`src/rtl/joy_pkg.sv`:
```
// Shared DB15 joystick link definitions, used by both the transmitter and
// the receiver side.
//   FRAME_LEN        serial bits per frame (both players)
//   BITS_PER_PLAYER  button bits per player word
//   joy_bit_e        bit position of each button inside a player word
//   frame_word()     builds the active-low frame image from two player words
package joy_pkg;

    localparam int unsigned FRAME_LEN       = 24;
    localparam int unsigned BITS_PER_PLAYER = 12;

    typedef logic [BITS_PER_PLAYER-1:0] joy_word_t;
    typedef logic [FRAME_LEN-1:0]       frame_t;
    typedef logic [4:0]                 bit_cnt_t;

    // bit_cnt == CNT_FULL means the frame is complete (or none is active).
    localparam bit_cnt_t CNT_FULL = 5'd24;
    localparam bit_cnt_t CNT_LAST = 5'd23;

    typedef enum logic [3:0] {
        JOY_BIT_RIGHT  = 4'd0,
        JOY_BIT_LEFT   = 4'd1,
        JOY_BIT_DOWN   = 4'd2,
        JOY_BIT_UP     = 4'd3,
        JOY_BIT_A      = 4'd4,
        JOY_BIT_B      = 4'd5,
        JOY_BIT_C      = 4'd6,
        JOY_BIT_D      = 4'd7,
        JOY_BIT_E      = 4'd8,
        JOY_BIT_F      = 4'd9,
        JOY_BIT_SELECT = 4'd10,
        JOY_BIT_START  = 4'd11
    } joy_bit_e;

    // Player 1 occupies the low half so its bit 0 is shifted out first;
    // the line is active-low, hence the inversion.
    function automatic frame_t frame_word(input joy_word_t p1, input joy_word_t p2);
        return ~{p2, p1};
    endfunction

endpackage

```
`src/rtl/joy_db15_tx_if.sv`:
```
// Link bundle between the joystick source and the DB15 serial transmitter.
//   joy1, joy2   player button words (active-high)
//   JOY_CLK      shift clock from the receiver (asynchronous)
//   JOY_LOAD     parallel-load strobe from the receiver (active-low, asynchronous)
//   JOY_DATA     serial data to the receiver (active-low)
//   frame_done   one-cycle pulse after the last frame bit is shifted
//   overrun      sticky: too many shift clocks in one frame
//   link_idle    no load strobe seen for the idle timeout
// modport master: the side feeding buttons and receiver pins (bench / board)
// modport slave : the transmitter itself
interface joy_db15_tx_if;
    import joy_pkg::*;

    joy_word_t joy1;
    joy_word_t joy2;
    logic      JOY_CLK;
    logic      JOY_LOAD;
    logic      JOY_DATA;
    logic      frame_done;
    logic      overrun;
    logic      link_idle;

    modport master (
        output joy1, joy2, JOY_CLK, JOY_LOAD,
        input  JOY_DATA, frame_done, overrun, link_idle
    );

    modport slave (
        input  joy1, joy2, JOY_CLK, JOY_LOAD,
        output JOY_DATA, frame_done, overrun, link_idle
    );

endinterface

```
`src/rtl/joy_db15_tx_sync_edge.sv`:
```
// Two-flop synchronizer followed by one history flop for edge detection.
//   clk     system clock
//   resetn  synchronous active-low reset (all flops reset to 1, so a line
//           idling high produces no edge after reset)
//   din     asynchronous input
//   level   synchronized level
//   rise    one-cycle pulse on a synchronized 0->1 transition
//   fall    one-cycle pulse on a synchronized 1->0 transition
module sync_edge (
    input  logic clk,
    input  logic resetn,
    input  logic din,
    output logic level,
    output logic rise,
    output logic fall
);

    logic meta_r;
    logic sync_r;
    logic prev_r;

    // Synchronizer chain plus the history flop used for edge detection.
    always_ff @(posedge clk) begin
        if (!resetn) begin
            meta_r <= 1'b1;
            sync_r <= 1'b1;
            prev_r <= 1'b1;
        end else begin
            meta_r <= din;
            sync_r <= meta_r;
            prev_r <= sync_r;
        end
    end

    assign level = sync_r;
    assign rise  = sync_r & ~prev_r;
    assign fall  = ~sync_r & prev_r;

endmodule

```
`src/rtl/joy_db15_tx.sv`:
```
// DB15 joystick serial transmitter. The receiver strobes JOY_LOAD low to
// capture both player words, then clocks 24 bits out on JOY_CLK rising
// edges, player 1 bit 0 first. Both receiver pins are asynchronous and are
// synchronized locally; pin edge to JOY_DATA update is 4 clk cycles.
//   clk       system clock (40-50 MHz)
//   resetn    synchronous active-low reset
//   link      joy_db15_tx_if.slave: joy1/joy2, JOY_CLK, JOY_LOAD in;
//             JOY_DATA, frame_done, overrun, link_idle out
//   IDLE_CYC  clk cycles without a load strobe before link_idle asserts
module joy_db15_tx
    import joy_pkg::*;
#(
    parameter int unsigned IDLE_CYC = 2_000_000
) (
    input  logic          clk,
    input  logic          resetn,
    joy_db15_tx_if.slave  link
);

    localparam int unsigned         IDLE_W   = $clog2(IDLE_CYC + 1);
    localparam logic [IDLE_W-1:0]   IDLE_MAX = IDLE_W'(IDLE_CYC);
    localparam logic [IDLE_W-1:0]   IDLE_ONE = IDLE_W'(1);

    // Synchronized pin views.
    logic clk_lvl_unused_s;
    logic clk_rise_s;
    logic clk_fall_unused_s;
    logic load_lvl_s;
    logic load_rise_unused_s;
    logic load_fall_s;

    // State registers.
    frame_t            shift_reg_r;
    bit_cnt_t          bit_cnt_r;
    logic              data_r;
    logic              frame_done_r;
    logic              overrun_r;
    logic [IDLE_W-1:0] idle_cnt_r;
    logic              link_idle_r;

    // Next-state values.
    frame_t            shift_next_s;
    bit_cnt_t          cnt_next_s;
    logic              data_next_s;
    logic              frame_done_next_s;
    logic              overrun_next_s;
    logic [IDLE_W-1:0] idle_next_s;
    logic              link_idle_next_s;

    sync_edge u_sync_clk (
        .clk    (clk),
        .resetn (resetn),
        .din    (link.JOY_CLK),
        .level  (clk_lvl_unused_s),
        .rise   (clk_rise_s),
        .fall   (clk_fall_unused_s)
    );

    sync_edge u_sync_load (
        .clk    (clk),
        .resetn (resetn),
        .din    (link.JOY_LOAD),
        .level  (load_lvl_s),
        .rise   (load_rise_unused_s),
        .fall   (load_fall_s)
    );

    // Shift register, bit counter and frame status next-state logic.
    // A low load level always wins over a coincident shift clock edge.
    always_comb begin
        shift_next_s      = shift_reg_r;
        cnt_next_s        = bit_cnt_r;
        frame_done_next_s = 1'b0;
        overrun_next_s    = overrun_r;

        if (!load_lvl_s) begin
            shift_next_s = frame_word(link.joy1, link.joy2);
            cnt_next_s   = 5'd0;
        end else if (clk_rise_s) begin
            shift_next_s = {1'b1, shift_reg_r[FRAME_LEN-1:1]};
            if (bit_cnt_r == CNT_FULL) begin
                // Extra clock past the end of the frame: count stays saturated.
                overrun_next_s = 1'b1;
            end else begin
                cnt_next_s        = bit_cnt_r + 5'd1;
                frame_done_next_s = (bit_cnt_r == CNT_LAST);
            end
        end else begin
            shift_next_s = shift_reg_r;
        end

        // Only a fresh load strobe releases the sticky overrun flag.
        if (load_fall_s) begin
            overrun_next_s = 1'b0;
        end else begin
            overrun_next_s = overrun_next_s;
        end
    end

    // Serial output: idle-high once the frame is exhausted.
    always_comb begin
        if (bit_cnt_r < CNT_FULL) begin
            data_next_s = shift_reg_r[0];
        end else begin
            data_next_s = 1'b1;
        end
    end

    // Link idle timeout counter, saturating at IDLE_MAX.
    always_comb begin
        if (load_fall_s) begin
            idle_next_s = {IDLE_W{1'b0}};
        end else if (idle_cnt_r != IDLE_MAX) begin
            idle_next_s = idle_cnt_r + IDLE_ONE;
        end else begin
            idle_next_s = idle_cnt_r;
        end
        link_idle_next_s = (idle_next_s == IDLE_MAX);
    end

    // State and registered outputs; reset leaves no frame in progress.
    always_ff @(posedge clk) begin
        if (!resetn) begin
            shift_reg_r  <= {FRAME_LEN{1'b1}};
            bit_cnt_r    <= CNT_FULL;
            data_r       <= 1'b1;
            frame_done_r <= 1'b0;
            overrun_r    <= 1'b0;
            idle_cnt_r   <= IDLE_MAX;
            link_idle_r  <= 1'b1;
        end else begin
            shift_reg_r  <= shift_next_s;
            bit_cnt_r    <= cnt_next_s;
            data_r       <= data_next_s;
            frame_done_r <= frame_done_next_s;
            overrun_r    <= overrun_next_s;
            idle_cnt_r   <= idle_next_s;
            link_idle_r  <= link_idle_next_s;
        end
    end

    assign link.JOY_DATA   = data_r;
    assign link.frame_done = frame_done_r;
    assign link.overrun    = overrun_r;
    assign link.link_idle  = link_idle_r;

endmodule

```
`src/flat_wrapper.sv`:
```
// flat-port wrapper written by rule: the top's interface ports become plain ports
module joy_db15_tx_flat import joy_pkg::*;
#(
    parameter int unsigned IDLE_CYC = 2_000_000
)
  (clk, resetn, link_joy1, link_joy2, link_JOY_CLK, link_JOY_LOAD, link_JOY_DATA, link_frame_done, link_overrun, link_link_idle);
  joy_db15_tx_if link_i ();
  input  logic clk;
  input  logic resetn;
  input wire logic [$bits(link_i.joy1)-1:0] link_joy1;
  input wire logic [$bits(link_i.joy2)-1:0] link_joy2;
  input wire logic [$bits(link_i.JOY_CLK)-1:0] link_JOY_CLK;
  input wire logic [$bits(link_i.JOY_LOAD)-1:0] link_JOY_LOAD;
  output wire logic [$bits(link_i.JOY_DATA)-1:0] link_JOY_DATA;
  output wire logic [$bits(link_i.frame_done)-1:0] link_frame_done;
  output wire logic [$bits(link_i.overrun)-1:0] link_overrun;
  output wire logic [$bits(link_i.link_idle)-1:0] link_link_idle;
  assign link_i.joy1 = link_joy1;
  assign link_i.joy2 = link_joy2;
  assign link_i.JOY_CLK = link_JOY_CLK;
  assign link_i.JOY_LOAD = link_JOY_LOAD;
  assign link_JOY_DATA = link_i.JOY_DATA;
  assign link_frame_done = link_i.frame_done;
  assign link_overrun = link_i.overrun;
  assign link_link_idle = link_i.link_idle;
  joy_db15_tx #(.IDLE_CYC(IDLE_CYC)) u_core (.clk(clk), .resetn(resetn), .link(link_i));
endmodule
```
`config.mk`:
```
export PLATFORM = sky130hd
export DESIGN_NAME = joy_db15_tx_flat
export DESIGN_NICKNAME = d
export VERILOG_FILES = /design/src/rtl/joy_pkg.sv /design/src/rtl/joy_db15_tx_if.sv /design/src/rtl/joy_db15_tx_sync_edge.sv /design/src/rtl/joy_db15_tx.sv /design/src/flat_wrapper.sv
export SDC_FILE = /design/constraint.sdc
export NUM_CORES = 1
export LEC_CHECK = 0
export CORE_ASPECT_RATIO = 0.8
export CORE_MARGIN = 1.5
export CORE_UTILIZATION = 40
export DETAILED_ROUTE_END_ITERATION = 10
export PLACE_DENSITY = 0.68
export SLEW_MARGIN = 30
export SYNTH_ARGS = -nofsm -noshare
export SYNTH_HDL_FRONTEND = slang
export SYNTH_SLANG_ARGS = --single-unit
export TNS_END_PERCENT = 100
```
`constraint.sdc`:
```
create_clock -name clk -period 2.7 [get_ports clk]
set_clock_uncertainty 0.05 [all_clocks]
set_input_delay 0.54 -clock clk [delete_from_list [all_inputs] [get_ports clk]]
set_output_delay 0.54 -clock clk [all_outputs]
set_load 0.03 [all_outputs]
```
==> results.yml, run 1 <==
routing:
  drt_iter0_drc: 185
  drc_errors: 0
  drt_first_pass_iters: 5
  vias: 2287
  wirelength_um: 5710
  wire_per_inst_um: 12.9
  vias_per_cell: 5.17
  ant_nets: 0
synthesis:
  ys_ff_latch: 60
  ys_seq_area_share_pct: 41.5
  synthFlopType: "dfxtp_1"
  syn_nets: 352
  postSynthCellCount: 320
  synth.most_common_cell: "dfxtp_1"
  synth_area_leaders: "dfxtp_1 (42%), mux2_2 (9.3%), mux2i_1 (8.3%), nand2_1 (6.1%), xor2_1 (3.6%)"
  yosysWarnings: 0
  netlist_area_sq_mm: 0.00289
  synth_area_leader_cell: "dfxtp_1"
  async_reset_ff_share_pct: 0
  syn_avg_cell_area_sq_um: 9.04
  synthDistinctLibCells: 44
  synth_top_area_share_pct: 41.5
  synth_common_cells: "dfxtp_1 (60), nand2_1 (47), nor2_1 (27)"
  synth_edf_count: 0
grt:
  grt_pass1_wl_um: 9980
  grt_max_degree: 43
  grt_pass1_vias: 2131
  grt_overflow_total: 0
  track_usage_pct: 16.2
  antenna_found_initial: 0
cells_and_area:
  num_antenna_cells: 0
  utilization_pct: 50.3
  layout-drive-gt1-share_pct: 14.6
  nNetsFinal: 382
  area_delta_synth_final_pct: 21.0
  fill_cells: 653
clock_network:
  clk_latency_ns: 0.34
  cts_inserted_buffers: 9
  post_cts_resized: 0
  root_buffer: "clkbuf_8"
  cts_hold_buf: 0
  cts_sinks: 60
  htree_levels: 3
  cts_tree: "built"
  post_cts_buffers: 0
  clk_pin_slew_worst_paths_ns: 0.07
  ctsLongestPathBuffers: 2
pwr:
  power_mw: 2.05
  power.density_mw_per_mm2: 586
  peakVddDrop_mv: 0.263
  leakagePower_nw: 1.30
die:
  core-area_sq_mm: 0.00696
  io_pins: 32
  rows: 27
  die_y_um: 79.1
  start_util_pct: 41.6
  dieArea_sq_mm: 0.00776
  die_w_um: 98.1
worst_setup_path:
  max_stage_delay_ns: 0.44
  worstSetupEndpointType: "flop"
  critPathMaxFanout: 8
  critPathArrivalTime_ns: 2.40
  crit_chain: "ha_1 > nand4_1 > nor3_2 > nand2_1 > o21ai_0 > o2111ai_1 > o41ai_2"
  required_ns: 2.90
  slowest_stage: "dfxtp_1"
  timing.critical_path.from_type: "flop"
  path_class: "reg2reg"
timing:
  slew_viol_final: 0
  finalSetupTns_ns: 0
  tightest_slew_ns: 0.453
  slew_headroom_pct: 69.5
  period_needed_ns: 2.21
  finalHoldViolCount: 0
  grt_setup_unrepaired: "false"
  final-setup-viol-count: 0
  fmax_ghz: 0.453
  finalCritPeriodShare_pct: 81.7
  whs_ns: 0.358
placed_design:
  port_buffers: 31
  place_congestion: 0.909
  hpwlAfterDp_um: 3980
min_path:
  hp-class: "reg2reg"
flow_run:
  maxCapViolCount: 0
run_status:
  status: "complete, no violations"
-- cell usage in the layout, fill, tap and decap left out, types with 2 or more instances in the layout --
master	n
xnor2_1	10
nor2b_1	2
clkdlybuf4s50_1	31
mux2_2	24
o21ai_0	4
dfxtp_1	60
nand4_1	10
nor3b_1	2
inv_1	5
nand2b_1	8
clkbuf_8	10
and4_1	2
o21ai_1	7
nor2_1	27
and3_1	3
nor3_1	7
nand2_1	47
xor2_1	12
clkinv_4	3
buf_4	6
ha_1	4
mux2i_1	24
nor4_1	4
nand3_1	10
a21oi_1	7
a22oi_1	2
or4_1	2
-- per-layer routing --
metal	wire length, um	global-route usage [%]
met2	2540	24.2
met4	70	6.57
met1	2860	21.9
met3	245	4.75
met5	0	0
-- state kept, by name, summed over array words and instances, names as in the netlist --
name,cells
u_core.bit_cnt_r,5
u_core.idle_cnt_r,21
u_core.link.JOY_DATA,1
u_core.link.frame_done,1
u_core.link.link_idle,1
u_core.link.overrun,1
u_core.shift_reg_r,24
u_core.u_sync_clk.level,1
u_core.u_sync_clk.meta_r,1
u_core.u_sync_clk.prev_r,1
u_core.u_sync_load.level,1
u_core.u_sync_load.meta_r,1
u_core.u_sync_load.prev_r,1
-- per-stage QoR --
stage	setup WS [ns]	cell area, sq um	std cells
6_report	0.494	3500	442
2_1_floorplan	0.653	2890	320
5_1_grt	0.276	3500	442
3_3_place_gp	0.585	3290	426
4_1_cts	0.492	3500	442
3_5_place_dp	0.504	3290	426
-- worst max-delay path: cells and delay by family (launching register included) --
| family | cells | cell delay, ns |
|---|---|---|
| AND/OR/NAND/NOR | 3 | 0.65 |
| AO/OA/AOI/OAI | 3 | 0.63 |
| flip-flops | 1 | 0.44 |
| adder cells (fa/ha/maj) | 1 | 0.35 |
-- power by group --
| group | internal, mW | leakage [nW] | switching, mW |
|---|---|---|---|
| combinational | 0.136 | 0.707 | 0.131 |
| sequential | 0.924 | 0.490 | 0.0383 |
| clock | 0.458 | 0.103 | 0.366 |
| total | 1.52 | 1.30 | 0.535 |
-- worst paths after layout --
kind                       startpoint                       to  slack (ns)  cells after the start
min          u_core.u_sync_clk.meta_r  u_core.u_sync_clk.level        0.36                      1
max              u_core.idle_cnt_r[0]    u_core.link.link_idle        0.49                      7
min reg2reg  u_core.u_sync_clk.meta_r  u_core.u_sync_clk.level        0.36                      1
max reg2reg      u_core.idle_cnt_r[0]    u_core.link.link_idle        0.49                      7
-- cell type report --
type / count / area, sq um / area share (%)
Clock buffer: 10 / 138 / 3.93
Clock inverter: 6 / 72.6 / 2.07
Inverter: 6 / 22.5 / 0.643
Multi-Input combinational cell: 236 / 1600 / 45.8
Sequential cell: 60 / 1200 / 34.3
Tap cell: 87 / 109 / 3.11
Timing Repair Buffer: 37 / 355 / 10.1
-- kinds of logic (layout without fill, tap and decap cells) --
group,after synthesis,count (layout),share of synthesized area (%)
fa+ha+maj,4,4,1.73
mux,48,48,17.6
flops,60,60,41.5
simple gates,135,135,23.3
compound gates,27,27,5.88
buf+inv,24,59,3.33
xor+xnor,22,22,6.66
Power figures use the tool's default switching activity.
==> run 2: changes to the inputs <==
--- a/config.mk
+++ b/config.mk
@@ -9,7 +9,7 @@
 export CORE_MARGIN = 1.5
 export CORE_UTILIZATION = 40
 export DETAILED_ROUTE_END_ITERATION = 10
-export PLACE_DENSITY = 0.68
+export PLACE_DENSITY = 0.7
 export SLEW_MARGIN = 30
 export SYNTH_ARGS = -nofsm -noshare
 export SYNTH_HDL_FRONTEND = slang
==> constraint.sdc (replaced) <==
create_clock -name clk -period 1.9 [get_ports clk]
set_clock_uncertainty 0.05 [all_clocks]
set_input_delay 0.38 -clock clk [delete_from_list [all_inputs] [get_ports clk]]
set_output_delay 0.38 -clock clk [all_outputs]
set_load 0.03 [all_outputs]
==> run 2 against run 1 <==
Compared with the run above: register-to-register slack got worse by 0.47 ns; cell area increased by 9.7%; core utilization grew 4.9 points; critical endpoint unchanged.
==> results.yml, run 2 (synthesized netlist as in run 1, its figures left out) <==
routing:
  wire_per_inst_um: 13.7
  drt_iter0_drc: 132
  drc_errors: 0
  ant_nets: 0
  wirelength_um: 6450
  drt_first_pass_iters: 4
  vias_per_cell: 5.17
  vias: 2429
min_path:
  hp-start: "u_core.u_sync_load.meta_r"
  hp-class: "reg2reg"
worst_setup_path:
  timing.critical_path.from_type: "flop"
  max_stage_delay_ns: 0.40
  startpoint: "u_core.idle_cnt_r[0]"
  r2r_start: "u_core.idle_cnt_r[0]"
  cpMostUsedCell: "nand4_1"
  slowest_stage: "dfxtp_4"
  critPathMaxFanout: 7
  crit_end: "u_core.link.link_idle"
  worstSetupEndpointType: "flop"
  crit_chain: "ha_4 > nand4_1 > nor3_4 > nand4_1 > xnor2_2 > nand4bb_1 > o41ai_2"
  critPathArrivalTime_ns: 2.07
  path_class: "reg2reg"
  required_ns: 2.10
  r2r_end: "u_core.link.link_idle"
  reg2reg_depth: 7
  ff2ff_setup_slack_ns: 0.03
die:
  die_w_um: 98.1
  io_pins: 32
  die_y_um: 79.1
  rows: 27
  dieArea_sq_mm: 0.00776
  core-area_sq_mm: 0.00696
  start_util_pct: 41.6
clock_network:
  cts_sinks: 60
  root_buffer: "clkbuf_8"
  htree_levels: 3
  clk_pin_slew_worst_paths_ns: 0.07
  clk_latency_ns: 0.34
  cts_tree: "built"
  cts_inserted_buffers: 9
  ctsLongestPathBuffers: 2
timing:
  finalSetupTns_ns: 0
  fin_ws_ns: 0.0253
  slew_viol_final: 0
  finalHoldViolCount: 0
  final-setup-viol-count: 0
  period_needed_ns: 1.87
  fmax_ghz: 0.533
  whs_ns: 0.355
  grt_setup_unrepaired: "true"
  slew_headroom_pct: 67.0
  finalCritPeriodShare_pct: 98.7
  tightest_slew_ns: 0.493
grt:
  grt_overflow_total: 0
  grt_pass1_wl_um: 11000
  track_usage_pct: 18.0
  grt_pass1_vias: 2320
  grt_max_degree: 34
  antenna_found_initial: 0
placed_design:
  place_congestion: 0.944
  port_buffers: 31
  hpwlAfterDp_um: 4510
  dpl_cell_area_sq_mm: 0.00354
  place_ws_ns: -0.0428
pwr:
  leakagePower_nw: 1.49
  peakVddDrop_mv: 0.531
  power.density_mw_per_mm2: 827
cells_and_area:
  largest_reg_flops: 24
  largest-register: "u_core.shift_reg_r"
  final_cell_mix: "dfxtp_1 (50), nand2_1 (46), buf_4 (33)"
  area_delta_synth_final_pct: 32.7
  multiInputGateArea_sq_mm: 0.00167
  layout-drive-gt1-share_pct: 25.6
  utilization_pct: 55.2
  nNetsFinal: 410
  final_area_sq_mm: 0.00384
  register_area_sq_mm: 0.00122
  fill_cells: 629
  num_antenna_cells: 0
  layout_commonest_cell: "dfxtp_1"
  top_regs: "u_core.shift_reg_r (24), u_core.idle_cnt_r (21), u_core.bit_cnt_r (5)"
run_status:
  status: "complete, no violations"
flow_run:
  maxCapViolCount: 0
run 2: worst max-delay path: cells and delay by family (launching register included):
family / cells / cell delay (ns)
AO/OA/AOI/OAI: 1 / 0.20
XOR/XNOR: 1 / 0.20
flip-flops: 1 / 0.40
AND/OR/NAND/NOR: 4 / 0.80
adder cells (fa/ha/maj): 1 / 0.14
run 2: worst min path at each step:
stage	to	slack, ns	cells after the start
floorplan	u_core.u_sync_clk.level	0.34	1
global placement	u_core.u_sync_clk.level	0.34	1
detailed placement	u_core.u_sync_load.level	0.35	1
CTS	u_core.u_sync_load.level	0.36	1
global route	u_core.u_sync_load.level	0.38	1
finish	u_core.u_sync_load.level	0.36	1
run 2: layout make-up:
class	count	share of cell area [%]
clock buffers	13	4.40
inverters	6	0.586
repair buffers	65	15.0
flip-flops and latches	60	31.8
multi-input cells	236	43.6
well taps	87	2.83
clock inverters	3	1.76
run 2: metal layers:
metal | share of wire (%) | GRT usage, %
met4 | 1.3 | 5.57
met1 | 48 | 24.4
met5 | 0 | 0
met2 | 45 | 27.7
met3 | 5.3 | 5.02
run 2: repair_timing:
action                                  in CTS  in global routing
setup buffers                                0                  1
pin swaps                                    0                  4
hold buffers                                 0                  0
gates cloned                                 0                  0
gates resized for setup                      5                 14
endpoints found under the hold margin        0                  0
endpoints found under the setup margin       1                  1
run 2: per-stage QoR:
stage | cells | power [mW]
after global routing | 470 | 3.33
after CTS | 469 | 3.18
after global placement | 453 | 1.82
after floorplan | 320 | 1.66
after detailed placement | 453 | 1.83
final | 470 | 3.18
run 2: power by group:
| group | total [mW] | internal, mW | switching [mW] |
|---|---|---|---|
| clock network | 1.35 | 0.847 | 0.501 |
| logic | 0.445 | 0.236 | 0.209 |
| registers | 1.38 | 1.32 | 0.0654 |
| total | 3.18 | 2.40 | 0.776 |
